## src/rtl/otp_trim_pkg.sv

```systemverilog
// Shared types, default parameters and checksum helper for the OTP trim loader.
// OTP_TRIM_TIMEOUT_EN adds the read watchdog default.
package otp_trim_pkg;

    localparam int unsigned DEF_NUM_WORDS = 4;
    localparam int unsigned DEF_WORD_W    = 8;
    localparam int unsigned DEF_ADDR_W    = 4;
    localparam int unsigned DEF_BASE_ADDR = 0;
    localparam int unsigned SUM_MAX_W     = 32;
    localparam logic [31:0] DEF_TRIM_DEFAULT = 32'h8080_8080;
`ifdef OTP_TRIM_TIMEOUT_EN
    localparam int unsigned DEF_TIMEOUT_CYC = 8;
`endif

    typedef enum logic [2:0] {
        IDLE,
        REQ,
        WAIT,
        CHECK,
        DONE,
        ERR
    } trim_state_e;

    // Additive checksum step, wrapped to the low 'width' bits.
    function automatic logic [SUM_MAX_W-1:0] trim_sum(input logic [SUM_MAX_W-1:0] acc,
                                                       input logic [SUM_MAX_W-1:0] word,
                                                       input int unsigned          width);
        logic [SUM_MAX_W-1:0] mask;
        mask = (SUM_MAX_W'(1) << width) - SUM_MAX_W'(1);
        return (acc + word) & mask;
    endfunction

endpackage

```

## src/rtl/otp_trim_shadow.sv

```systemverilog
// Shadow register file holding trim words until the checksum is verified.
module otp_trim_shadow #(
    parameter int unsigned NUM_WORDS = 4,
    parameter int unsigned WORD_W    = 8,
    parameter int unsigned IDX_W     = 2
) (
    input  logic                        clk_i,
    input  logic                        rst_i,
    input  logic                        we_i,
    input  logic [IDX_W-1:0]            idx_i,
    input  logic [WORD_W-1:0]           wdata_i,
    output logic [NUM_WORDS*WORD_W-1:0] rdata_o
);

    logic [NUM_WORDS*WORD_W-1:0] mem_q;

    always_ff @(posedge clk_i) begin
        if (rst_i) begin
            mem_q <= '0;
        end else begin
            for (int i = 0; i < int'(NUM_WORDS); i++) begin
                if (we_i && (idx_i == IDX_W'(i))) begin
                    mem_q[i*WORD_W +: WORD_W] <= wdata_i;
                end
            end
        end
    end

    assign rdata_o = mem_q;

endmodule

```

## src/rtl/otp_trim_loader.sv

```systemverilog
// Reads trim words plus a checksum from OTP, verifies the sum and drives the trim bus.
// OTP_TRIM_TIMEOUT_EN enables a per-read watchdog that fails the load on a stalled response.
module otp_trim_loader
    import otp_trim_pkg::*;
#(
    parameter int unsigned NUM_WORDS = DEF_NUM_WORDS,
    parameter int unsigned WORD_W    = DEF_WORD_W,
    parameter int unsigned ADDR_W    = DEF_ADDR_W,
    parameter int unsigned BASE_ADDR = DEF_BASE_ADDR,
    parameter logic [NUM_WORDS*WORD_W-1:0] TRIM_DEFAULT = (NUM_WORDS*WORD_W)'(DEF_TRIM_DEFAULT)
`ifdef OTP_TRIM_TIMEOUT_EN
    , parameter int unsigned TIMEOUT_CYC = DEF_TIMEOUT_CYC
`endif
) (
    input  logic                        clk_osc_100k,
    input  logic                        rst_otp,
    input  logic                        otp_rdy,
    output logic                        otp_rd_en,
    output logic [ADDR_W-1:0]           otp_addr,
    input  logic [WORD_W-1:0]           otp_rdata,
    input  logic                        otp_rd_valid,
    output logic [NUM_WORDS*WORD_W-1:0] trim_data,
    output logic                        trim_load_done,
    output logic                        trim_crc_err,
    output logic                        trim_timeout
);

    localparam int unsigned TRIM_W   = NUM_WORDS * WORD_W;
    localparam int unsigned IDX_W    = $clog2(NUM_WORDS + 1);
    localparam int unsigned SH_IDX_W = (NUM_WORDS > 1) ? $clog2(NUM_WORDS) : 1;

    trim_state_e        state_q, state_d;
    logic [IDX_W-1:0]   idx_q, idx_d, idx_nxt;
    logic [WORD_W-1:0]  acc_q, acc_d;
    logic [WORD_W-1:0]  csum_q, csum_d;
    logic               rd_en_q, rd_en_d;
    logic [ADDR_W-1:0]  addr_q, addr_d;
    logic [TRIM_W-1:0]  trim_q, trim_d;
    logic               done_q, done_d;
    logic               err_q, err_d;
    logic               sh_we_c;
    logic [TRIM_W-1:0]  shadow;
`ifdef OTP_TRIM_TIMEOUT_EN
    localparam int unsigned CNT_W = $clog2(TIMEOUT_CYC + 1);
    logic [CNT_W-1:0]   cnt_q, cnt_d;
    logic               tmo_q, tmo_d;
`endif

    otp_trim_shadow #(
        .NUM_WORDS (NUM_WORDS),
        .WORD_W    (WORD_W),
        .IDX_W     (SH_IDX_W)
    ) u_shadow (
        .clk_i   (clk_osc_100k),
        .rst_i   (rst_otp),
        .we_i    (sh_we_c),
        .idx_i   (SH_IDX_W'(idx_q)),
        .wdata_i (otp_rdata),
        .rdata_o (shadow)
    );

    assign idx_nxt = idx_q + IDX_W'(1);

    always_comb begin
        state_d = state_q;
        idx_d   = idx_q;
        acc_d   = acc_q;
        csum_d  = csum_q;
        rd_en_d = 1'b0;
        addr_d  = '0;
        trim_d  = trim_q;
        done_d  = done_q;
        err_d   = err_q;
        sh_we_c = 1'b0;
`ifdef OTP_TRIM_TIMEOUT_EN
        cnt_d   = cnt_q;
        tmo_d   = tmo_q;
`endif
        case (state_q)
            IDLE: begin
                if (otp_rdy) begin
                    state_d = REQ;
                    rd_en_d = 1'b1;
                    addr_d  = ADDR_W'(BASE_ADDR) + ADDR_W'(idx_q);
                end
            end
            REQ: begin
                state_d = WAIT;
`ifdef OTP_TRIM_TIMEOUT_EN
                cnt_d   = '0;
`endif
            end
            WAIT: begin
                if (otp_rd_valid) begin
                    if (idx_q < IDX_W'(NUM_WORDS)) begin
                        sh_we_c = 1'b1;
                        acc_d   = WORD_W'(trim_sum(SUM_MAX_W'(acc_q), SUM_MAX_W'(otp_rdata), WORD_W));
                        idx_d   = idx_nxt;
                        state_d = REQ;
                        rd_en_d = 1'b1;
                        addr_d  = ADDR_W'(BASE_ADDR) + ADDR_W'(idx_nxt);
                    end else begin
                        csum_d  = otp_rdata;
                        state_d = CHECK;
                    end
                end
`ifdef OTP_TRIM_TIMEOUT_EN
                // Counter holds completed WAIT cycles; the last one without data fails the load.
                else if (cnt_q == CNT_W'(TIMEOUT_CYC - 1)) begin
                    state_d = ERR;
                    trim_d  = TRIM_DEFAULT;
                    done_d  = 1'b1;
                    err_d   = 1'b1;
                    tmo_d   = 1'b1;
                end else begin
                    cnt_d   = cnt_q + CNT_W'(1);
                end
`endif
            end
            CHECK: begin
                done_d = 1'b1;
                if (acc_q == csum_q) begin
                    trim_d  = shadow;
                    state_d = DONE;
                end else begin
                    trim_d  = TRIM_DEFAULT;
                    err_d   = 1'b1;
                    state_d = ERR;
                end
            end
            DONE, ERR: begin
                state_d = state_q;
            end
            default: begin
                state_d = IDLE;
            end
        endcase

        // Losing otp_rdy outranks everything, including a same-cycle read response.
        if ((state_q != IDLE) && !otp_rdy) begin
            state_d = IDLE;
            idx_d   = '0;
            acc_d   = '0;
            rd_en_d = 1'b0;
            addr_d  = '0;
            trim_d  = TRIM_DEFAULT;
            done_d  = 1'b0;
            err_d   = 1'b0;
            sh_we_c = 1'b0;
`ifdef OTP_TRIM_TIMEOUT_EN
            cnt_d   = '0;
            tmo_d   = 1'b0;
`endif
        end
    end

    always_ff @(posedge clk_osc_100k) begin
        if (rst_otp) begin
            state_q <= IDLE;
            idx_q   <= '0;
            acc_q   <= '0;
            csum_q  <= '0;
            rd_en_q <= 1'b0;
            addr_q  <= '0;
            trim_q  <= TRIM_DEFAULT;
            done_q  <= 1'b0;
            err_q   <= 1'b0;
`ifdef OTP_TRIM_TIMEOUT_EN
            cnt_q   <= '0;
            tmo_q   <= 1'b0;
`endif
        end else begin
            state_q <= state_d;
            idx_q   <= idx_d;
            acc_q   <= acc_d;
            csum_q  <= csum_d;
            rd_en_q <= rd_en_d;
            addr_q  <= addr_d;
            trim_q  <= trim_d;
            done_q  <= done_d;
            err_q   <= err_d;
`ifdef OTP_TRIM_TIMEOUT_EN
            cnt_q   <= cnt_d;
            tmo_q   <= tmo_d;
`endif
        end
    end

    assign otp_rd_en      = rd_en_q;
    assign otp_addr       = addr_q;
    assign trim_data      = trim_q;
    assign trim_load_done = done_q;
    assign trim_crc_err   = err_q;
`ifdef OTP_TRIM_TIMEOUT_EN
    assign trim_timeout   = tmo_q;
`else
    assign trim_timeout   = 1'b0;
`endif

endmodule

```

## config.mk

```make
export PLATFORM = sky130hd
export DESIGN_NAME = otp_trim_loader
export DESIGN_NICKNAME = d
export VERILOG_FILES = /design/src/rtl/otp_trim_pkg.sv /design/src/rtl/otp_trim_shadow.sv /design/src/rtl/otp_trim_loader.sv
export SDC_FILE = /design/constraint.sdc
export NUM_CORES = 1
export LEC_CHECK = 0
export CORE_ASPECT_RATIO = 0.9
export CORE_MARGIN = 4
export CORE_UTILIZATION = 54
export DETAILED_ROUTE_END_ITERATION = 7
export GPL_TIMING_DRIVEN = 0
export PLACE_DENSITY = 0.79
export SLEW_MARGIN = 10
export SYNTH_ARGS = -nofsm -noshare
export SYNTH_HDL_FRONTEND = slang
export SYNTH_SLANG_ARGS = --single-unit
```

## constraint.sdc

```tcl
create_clock -name clk_osc_100k -period 2.28 [get_ports clk_osc_100k]
set_input_delay 0.684 -clock clk_osc_100k [delete_from_list [all_inputs] [get_ports clk_osc_100k]]
set_output_delay 0.684 -clock clk_osc_100k [all_outputs]
set_load 0.03 [all_outputs]
```

==> results of run 1 <==
kinds of logic (layout without fill, tap and decap cells):
logic type,Yosys count,in the layout,synth area share
flip-flops,92,92,0.486
multiplexers,1,1,0.00264
AO/OA/AOI/OAI,101,101,0.145
buffers and inverters,38,102,0.0492
other,1,2,0.000990
adder cells (fa/ha/maj),13,13,0.0449
XOR/XNOR,9,9,0.0208
AND/OR/NAND/NOR,216,216,0.250
sequential cells by signal, indices dropped and copies added, names as in the netlist, 3 cells and up:
name / cells
idx_q: 3
u_shadow.rdata_o: 32
csum_q: 8
otp_addr: 3
acc_q: 8
state_q: 3
trim_data: 32
Yosys cell counts:
cell type	number	share of area
sky130_fd_sc_hd__clkbuf_1	16	0.016
sky130_fd_sc_hd__conb_1	1	0.00099
sky130_fd_sc_hd__inv_1	6	0.0059
sky130_fd_sc_hd__xnor2_1	1	0.0023
sky130_fd_sc_hd__or2_2	2	0.0033
sky130_fd_sc_hd__ha_1	12	0.040
sky130_fd_sc_hd__and4bb_1	1	0.0033
sky130_fd_sc_hd__and2_1	1	0.0017
sky130_fd_sc_hd__and3_1	1	0.0017
sky130_fd_sc_hd__nand2b_1	3	0.0050
sky130_fd_sc_hd__buf_6	2	0.0059
sky130_fd_sc_hd__or4_1	1	0.0020
sky130_fd_sc_hd__o21bai_1	1	0.0020
sky130_fd_sc_hd__buf_2	8	0.011
sky130_fd_sc_hd__buf_4	5	0.0099
sky130_fd_sc_hd__a21oi_2	1	0.0023
sky130_fd_sc_hd__nor2b_1	3	0.0050
sky130_fd_sc_hd__o311ai_0	1	0.0023
sky130_fd_sc_hd__nand3b_1	4	0.0079
sky130_fd_sc_hd__nor3b_1	1	0.0020
sky130_fd_sc_hd__mux2i_1	1	0.0026
sky130_fd_sc_hd__dfxtp_1	92	0.49
sky130_fd_sc_hd__a21oi_1	81	0.11
sky130_fd_sc_hd__and4_1	1	0.0023
sky130_fd_sc_hd__nor4_1	2	0.0033
sky130_fd_sc_hd__nand3_1	44	0.058
sky130_fd_sc_hd__nand2b_2	1	0.0023
sky130_fd_sc_hd__a21o_1	1	0.0020
sky130_fd_sc_hd__a22oi_1	1	0.0020
sky130_fd_sc_hd__fa_1	1	0.0053
sky130_fd_sc_hd__nand2_1	123	0.12
sky130_fd_sc_hd__o21ai_0	5	0.0066
sky130_fd_sc_hd__nor3_1	5	0.0066
sky130_fd_sc_hd__o21a_1	3	0.0059
sky130_fd_sc_hd__o41ai_1	1	0.0023
sky130_fd_sc_hd__o31ai_1	1	0.0020
sky130_fd_sc_hd__a211oi_1	4	0.0079
sky130_fd_sc_hd__xor2_1	8	0.019
sky130_fd_sc_hd__or2b_1	1	0.0020
sky130_fd_sc_hd__buf_1	1	0.00099
sky130_fd_sc_hd__nor2_1	22	0.022
sky130_fd_sc_hd__o31a_1	1	0.0023
final cells by class:
class                   instances  area share
clock inverters                 5      0.0182
inverters                       6     0.00490
plain buffers                  32      0.0356
repair buffers                 48       0.101
flip-flops and latches         92       0.400
clock buffers                  11      0.0307
well taps                      90      0.0245
multi-input cells             342       0.384
repair_timing:
action	4_1_cts	5_1_grt
gates resized for setup	12	4
hold buffers	0	0
gates cloned	0	0
setup endpoints to repair	3	1
buffers inserted	0	0
power by group:
part / internal [mW] / switching [mW] / leakage [nW]
sequential: 1.62 / 0.0110 / 0.742
combinational: 0.0755 / 0.152 / 0.788
clock: 0.651 / 0.558 / 0.106
total: 2.35 / 0.721 / 1.64
worst min-delay path by stage:
stage                          from             to  depth (start not counted)
2_1_floorplan   u_shadow.rdata_o[0]   trim_data[0]                          2
3_3_place_gp           trim_data[0]   trim_data[0]                          2
3_5_place_dp   u_shadow.rdata_o[14]  trim_data[14]                          2
4_1_cts        u_shadow.rdata_o[14]  trim_data[14]                          2
5_1_grt                trim_data[6]   trim_data[6]                          2
6_report       u_shadow.rdata_o[14]  trim_data[14]                          2
worst max-delay path: stages:
cell	delay, ns
sky130_fd_sc_hd__clkdlybuf4s15_2	0.28
sky130_fd_sc_hd__ha_1	0.37
sky130_fd_sc_hd__nor2b_1	0.17
sky130_fd_sc_hd__o31a_1	0.26
sky130_fd_sc_hd__o21a_1	0.19
sky130_fd_sc_hd__or4_1	0.47
sky130_fd_sc_hd__nand3_1	0.10
per-layer routing:
metal | vias up | part of all wire | wire length [um] | track usage
met5 | - | 0 | 0 | 0
met4 | 0 | 0.016 | 146 | 0.0801
met3 | 18 | 0.062 | 560 | 0.0562
met2 | 102 | 0.47 | 4230 | 0.381
met1 | 1561 | 0.45 | 4030 | 0.303
li1 | 1697 | - | - | -
==> results_tabular.tex, run 1 <==
\begin{tabular}{lr}
\hline
Metric & Value \\
\hline
\multicolumn{2}{l}{\textbf{Clock tree}} \\
\quad Clock buffer depth & 2 \\
\quad Clk sink count & 92 \\
\quad Worst-skew pair later-pin latency & 0.37 ns \\
\quad H-tree depth reported by CTS & 3 \\
\quad Root buffer cell & sky130\_fd\_sc\_hd\_\_clkbuf\_8 \\
\quad Clock input transition at the sequential cells of the worst setup and hold paths & 0.08 ns \\
\quad Clock tree from TritonCTS & done \\
\quad Number of CTS-inserted buffers & 9 \\
\multicolumn{2}{l}{\textbf{Min path}} \\
\quad Hold Crit Class & register to register \\
\multicolumn{2}{l}{\textbf{Synthesis}} \\
\quad Syn\_area\_per\_cell & 8.04 sq um \\
\quad Synthesis-stage register bit count & 92 \\
\quad Total of warnings raised by yosys & 0 \\
\quad Synthesized area & 3790 sq um \\
\quad Synth unique cells & 42 \\
\quad Portion of the post-synthesis area used by sequential elements & 0.486 \\
\quad Number of standard cells after synthesis & 471 \\
\multicolumn{2}{l}{\textbf{Worst setup path}} \\
\quad Launch point of the worst path & otp\_rdata[2] \\
\quad Depth of the worst register-to-register path & 8 \\
\quad End point of the critical path & acc\_q[6] \\
\quad Startpoint of the most critical register-to-register path & acc\_q[0] \\
\quad Critical path required time & 2.59 ns \\
\quad CP arrival & 2.53 ns \\
\quad Classification of the worst setup path & input port to register \\
\quad Critical path peak fanout & 6 \\
\quad Worst setup SP type & input port \\
\quad Slack of the worst reg-to-reg path & 0.36 ns \\
\quad Worst R2R End & acc\_q[6] \\
\quad Critical Path End Type & register \\
\multicolumn{2}{l}{\textbf{Detailed routing}} \\
\quad Final routed wirelength across all metal layers & 8.97 mm \\
\quad Via count & 3,378 \\
\quad Detail Route Antenna Nets & 0 \\
\quad Router iterations before antenna repair & 5 \\
\quad Drt initial violations & 166 \\
\quad DRC Markers & 0 \\
\quad Final routed wire length divided by cell count & 14.3 um \\
\quad Average via count per standard cell & 5.40 \\
\multicolumn{2}{l}{\textbf{Global route}} \\
\quad Global-route wire length before repair & 15.1 mm \\
\quad Maximum number of pins on one net before global-route repair & 16 \\
\quad Initial antenna violation count & 0 \\
\quad GRT Resource Usage Total & 0.234 \\
\quad Overall overflow remaining after global route & 0 \\
\quad Vias in the first global route & 3,225 \\
\multicolumn{2}{l}{\textbf{STA}} \\
\quad Worst slew margin & 0.515 \\
\quad Max Clock Freq & 450 MHz \\
\quad RSZ-0062 raised after global routing & no \\
\quad Worst clock skew on the final layout & 0.00738 ns \\
\quad Max-slew violation count & 0 \\
\quad Slew of the pin with the lowest slew margin & 0.726 ns \\
\quad Hold WS & 0.451 ns \\
\quad Final-report setup violation count & 0 \\
\quad Sum of negative setup slack & 0 ns \\
\quad Min cycle time layout & 2.22 ns \\
\quad Final worst-path cycle share & 0.975 \\
\quad Final Hold Viols & 0 \\
\quad Worst setup slack after layout & 0.0576 ns \\
\multicolumn{2}{l}{\textbf{Die}} \\
\quad Total number of placement rows & 28 \\
\quad DIE AREA & 8420 sq um \\
\quad Effective utilization at floorplan & 0.566 \\
\quad Die Span Y & 87.4 um \\
\quad Core box area & 6690 sq um \\
\quad Boundary pin count & 52 \\
\quad Width of the die & 96.3 um \\
\multicolumn{2}{l}{\textbf{Layout}} \\
\quad Post-route design area & 4600 sq um \\
\quad Multi-input gate area & 1770 sq um \\
\quad Register area & 1840 sq um \\
\quad Highest-count cells in the layout ignoring fill and taps & 123 x sky130\_fd\_sc\_hd\_\_nand2\_1, 92 x sky130\_fd\_sc\_hd\_\_dfxtp\_1, 81 x sky130\_fd\_sc\_hd\_\_a21oi\_1 \\
\quad Number of antenna diodes & 0 \\
\quad Total of fill cells in the finished design & 558 \\
\quad Most common cell after layout, fill and taps aside & sky130\_fd\_sc\_hd\_\_nand2\_1 \\
\quad Signed area change from the synthesized netlist to the final layout & 21.5\% \\
\quad Fin util & 0.687 \\
\quad Number of nets at the end of the flow & 556 \\
\quad Final cell count without fillers & 626 \\
\quad Fraction of final layout cells sized beyond drive strength 1 & 0.0709 \\
\multicolumn{2}{l}{\textbf{Placed design}} \\
\quad Number of placed cells counting well taps & 610 \\
\quad Routability cong. & 0.814 \\
\quad Port Buffers & 48 \\
\quad Post-Place Worst Slack & -0.689 ns \\
\quad Instance area at placement & 4380 sq um \\
\quad Detail Placement HPWL & 6.57 mm \\
\multicolumn{2}{l}{\textbf{Flow run}} \\
\quad Maxcap violations & 0 \\
\multicolumn{2}{l}{\textbf{Pwr}} \\
\quad Maximum vdd ir drop & 0.470 mV \\
\quad Post-layout power & 3.07 mW \\
\quad Power per unit of standard cell area & 667 nW/um\^{}2 \\
\quad Total leakage power & 1.64 nW \\
\multicolumn{2}{l}{\textbf{Status}} \\
\quad Status & completed \\
\hline
\end{tabular}
(Power assumes the default switching activity.)
==> run 2: changes to the inputs <==
--- a/config.mk
+++ b/config.mk
@@ -5,12 +5,14 @@
 export SDC_FILE = /design/constraint.sdc
 export NUM_CORES = 1
 export LEC_CHECK = 0
+export CELL_PAD_IN_SITES_DETAIL_PLACEMENT = 1
+export CELL_PAD_IN_SITES_GLOBAL_PLACEMENT = 1
 export CORE_ASPECT_RATIO = 0.9
 export CORE_MARGIN = 4
-export CORE_UTILIZATION = 54
+export CORE_UTILIZATION = 40
 export DETAILED_ROUTE_END_ITERATION = 7
 export GPL_TIMING_DRIVEN = 0
-export PLACE_DENSITY = 0.79
+export PLACE_DENSITY_LB_ADDON = 0.1
 export SLEW_MARGIN = 10
 export SYNTH_ARGS = -nofsm -noshare
 export SYNTH_HDL_FRONTEND = slang
==> results_tabular.tex, run 2 (synthesis gave the netlist of run 1 again) <==
\begin{tabular}{lr}
\hline
Metric & Value \\
\hline
\multicolumn{2}{l}{\textbf{STA}} \\
\quad Final Hold Viols & 0 \\
\quad Max Clock Freq & 449 MHz \\
\quad Final-report setup violation count & 0 \\
\quad Worst clock skew on the final layout & 0.00824 ns \\
\quad Slew of the pin with the lowest slew margin & 0.647 ns \\
\quad Min cycle time layout & 2.23 ns \\
\quad Max-slew violation count & 0 \\
\quad Hold WS & 0.459 ns \\
\quad Worst slew margin & 0.569 \\
\quad Final worst-path cycle share & 0.977 \\
\quad RSZ-0062 raised after global routing & no \\
\multicolumn{2}{l}{\textbf{Worst setup path}} \\
\quad Worst path max stage delay & 0.36 ns \\
\quad Launch point of the worst path & otp\_rdata[2] \\
\quad Critical Path End Type & register \\
\quad Worst setup SP type & input port \\
\quad Critical path peak fanout & 6 \\
\quad Critical path required time & 2.52 ns \\
\quad CP arrival & 2.46 ns \\
\quad Startpoint of the most critical register-to-register path & acc\_q[0] \\
\quad Cells along the critical path & clkdlybuf4s15\_2 -> ha\_4 -> nand3\_1 -> a211oi\_2 -> nor3\_1 -> o311ai\_0 -> o41ai\_1 \\
\quad Classification of the worst setup path & input port to register \\
\quad Worst path slowest cell & sky130\_fd\_sc\_hd\_\_a211oi\_2 \\
\multicolumn{2}{l}{\textbf{Die}} \\
\quad Effective utilization at floorplan & 0.413 \\
\quad Width of the die & 111 um \\
\quad Die Span Y & 100 um \\
\quad Boundary pin count & 52 \\
\quad DIE AREA & 11,100 sq um \\
\quad Core box area & 9170 sq um \\
\quad Total number of placement rows & 33 \\
\multicolumn{2}{l}{\textbf{Detailed routing}} \\
\quad Final routed wire length divided by cell count & 16.8 um \\
\quad Average via count per standard cell & 5.22 \\
\quad Detail Route Antenna Nets & 0 \\
\quad Drt initial violations & 139 \\
\quad Via count & 3,442 \\
\quad Final routed wirelength across all metal layers & 11.1 mm \\
\quad Router iterations before antenna repair & 4 \\
\quad DRC Markers & 0 \\
\multicolumn{2}{l}{\textbf{Pwr}} \\
\quad Relative contribution of sequential cells to total power & 0.550 \\
\quad Power share of the combinational group & 0.082 \\
\quad Switching portion of total power & 0.261 \\
\quad Int Pwr & 2.19 mW \\
\quad Total leakage power & 1.63 nW \\
\quad Power share of the clock group & 0.367 \\
\quad Total net switching power & 0.775 mW \\
\quad Maximum vdd ir drop & 0.260 mV \\
\quad Power per unit of standard cell area & 638 nW/um\^{}2 \\
\multicolumn{2}{l}{\textbf{Clock tree}} \\
\quad Root buffer cell & sky130\_fd\_sc\_hd\_\_clkbuf\_8 \\
\quad Clock input transition at the sequential cells of the worst setup and hold paths & 0.09 ns \\
\quad Clock tree from TritonCTS & done \\
\quad Worst-skew pair later-pin latency & 0.36 ns \\
\quad Clk sink count & 92 \\
\quad Clock buffer depth & 2 \\
\quad Number of CTS-inserted buffers & 9 \\
\quad CTS Hold Buffers Added & 0 \\
\quad H-tree depth reported by CTS & 3 \\
\multicolumn{2}{l}{\textbf{Placed design}} \\
\quad Routability cong. & 0.793 \\
\quad Instance area at placement & 4420 sq um \\
\quad Port Buffers & 48 \\
\quad Detail Placement HPWL & 7.95 mm \\
\multicolumn{2}{l}{\textbf{Min path}} \\
\quad Hold Crit Class & register to register \\
\quad Hold path start & u\_shadow.rdata\_o[17] \\
\multicolumn{2}{l}{\textbf{Global route}} \\
\quad Global Route met2 Usage & 0.354 \\
\quad Met1 global-route usage & 0.265 \\
\quad Met3 Resource Use GR & 0.0350 \\
\quad Maximum number of pins on one net before global-route repair & 16 \\
\quad GRT Resource Usage Total & 0.204 \\
\quad Vias in the first global route & 3,587 \\
\quad Busiest metal layer after global routing & met2 \\
\quad Overall overflow remaining after global route & 0 \\
\quad Initial antenna violation count & 0 \\
\quad Global-route wire length before repair & 18.2 mm \\
\multicolumn{2}{l}{\textbf{Layout}} \\
\quad Number of antenna diodes & 0 \\
\quad Number of nets at the end of the flow & 557 \\
\quad Signed area change from the synthesized netlist to the final layout & 22.7\% \\
\quad Highest-count cells in the layout ignoring fill and taps & 123 x sky130\_fd\_sc\_hd\_\_nand2\_1, 92 x sky130\_fd\_sc\_hd\_\_dfxtp\_1, 80 x sky130\_fd\_sc\_hd\_\_a21oi\_1 \\
\quad Most common cell after layout, fill and taps aside & sky130\_fd\_sc\_hd\_\_nand2\_1 \\
\quad Post-route design area & 4640 sq um \\
\quad Fraction of final layout cells sized beyond drive strength 1 & 0.0857 \\
\quad Total of fill cells in the finished design & 1,149 \\
\multicolumn{2}{l}{\textbf{Flow run}} \\
\quad Maxcap violations & 0 \\
\multicolumn{2}{l}{\textbf{Status}} \\
\quad Status & completed \\
\hline
\end{tabular}
[run 2: changes by cell type in the layout (fill, tap and decap cells not counted), sizes merged]
cell,previous run,this run
buf,17,18
bufinv,2,0
clkbuf,28,31
clkinv,0,2
dlygate4sd2,4,2
inv,7,6
[run 2: power by group through the flow]
stage	sequential (mW)	clock (mW)	combinational (mW)
after floorplan	1.67	0	0.137
after global placement	1.67	0	0.234
after detailed placement	1.67	0	0.240
after CTS	1.63	1.10	0.239
after global routing	1.63	1.16	0.267
final	1.63	1.09	0.243
[run 2: path summary, 6_finish.rpt]
check	end	slack, ns	depth (start not counted)
worst max register to register	acc_q[6]	0.32	8
worst min-delay path	trim_data[17]	0.46	2
worst min register to register	trim_data[17]	0.46	2
worst max-delay path	acc_q[7]	0.05	7
[run 2: layer usage]
layer,routed length [um],vias to the layer above
li1,-,1700
met1,5160,1650
met2,5330,76
met3,440,16
met4,142,0
met5,0,-
[run 2: final cells by class]
cell class	instances	area [sq um]	area share
tap	122	153	0.0329
sequential	92	1840	0.397
inverter	6	22.5	0.00485
multi-input combinational	342	1800	0.387
clock buffer	12	165	0.0356
timing repair buffer	49	467	0.100
clock inverter	4	32.5	0.00700
buffer	32	164	0.0353
[run 2: metrics by stage]
stage,setup slack (ns),power [mW],std cells,setup TNS (ns),utilization
global placement,-0.708,1.90,642,-8.20,0.483
finish,0.0535,2.96,659,0,0.507
global route,0.00625,3.06,659,0,0.507
floorplan,0.129,1.81,472,0,-
CTS,0.00433,2.97,658,0,0.505
detailed placement,-0.822,1.91,642,-9.55,0.483
[run 2: critical path, delay by kind of cell]
kind / cells / cell delay, ns
simple gates: 2 / 0.28
buf+inv: 1 / 0.31
fa+ha+maj: 1 / 0.34
compound gates: 3 / 0.84
[run 2: timing repair]
item / 4_1_cts / 5_1_grt
pin swaps: 0 / 1
hold endpoints to repair: 0 / 0
endpoints found under the setup margin: 5 / 12
gates resized for setup: 13 / 12
setup buffers: 0 / 1
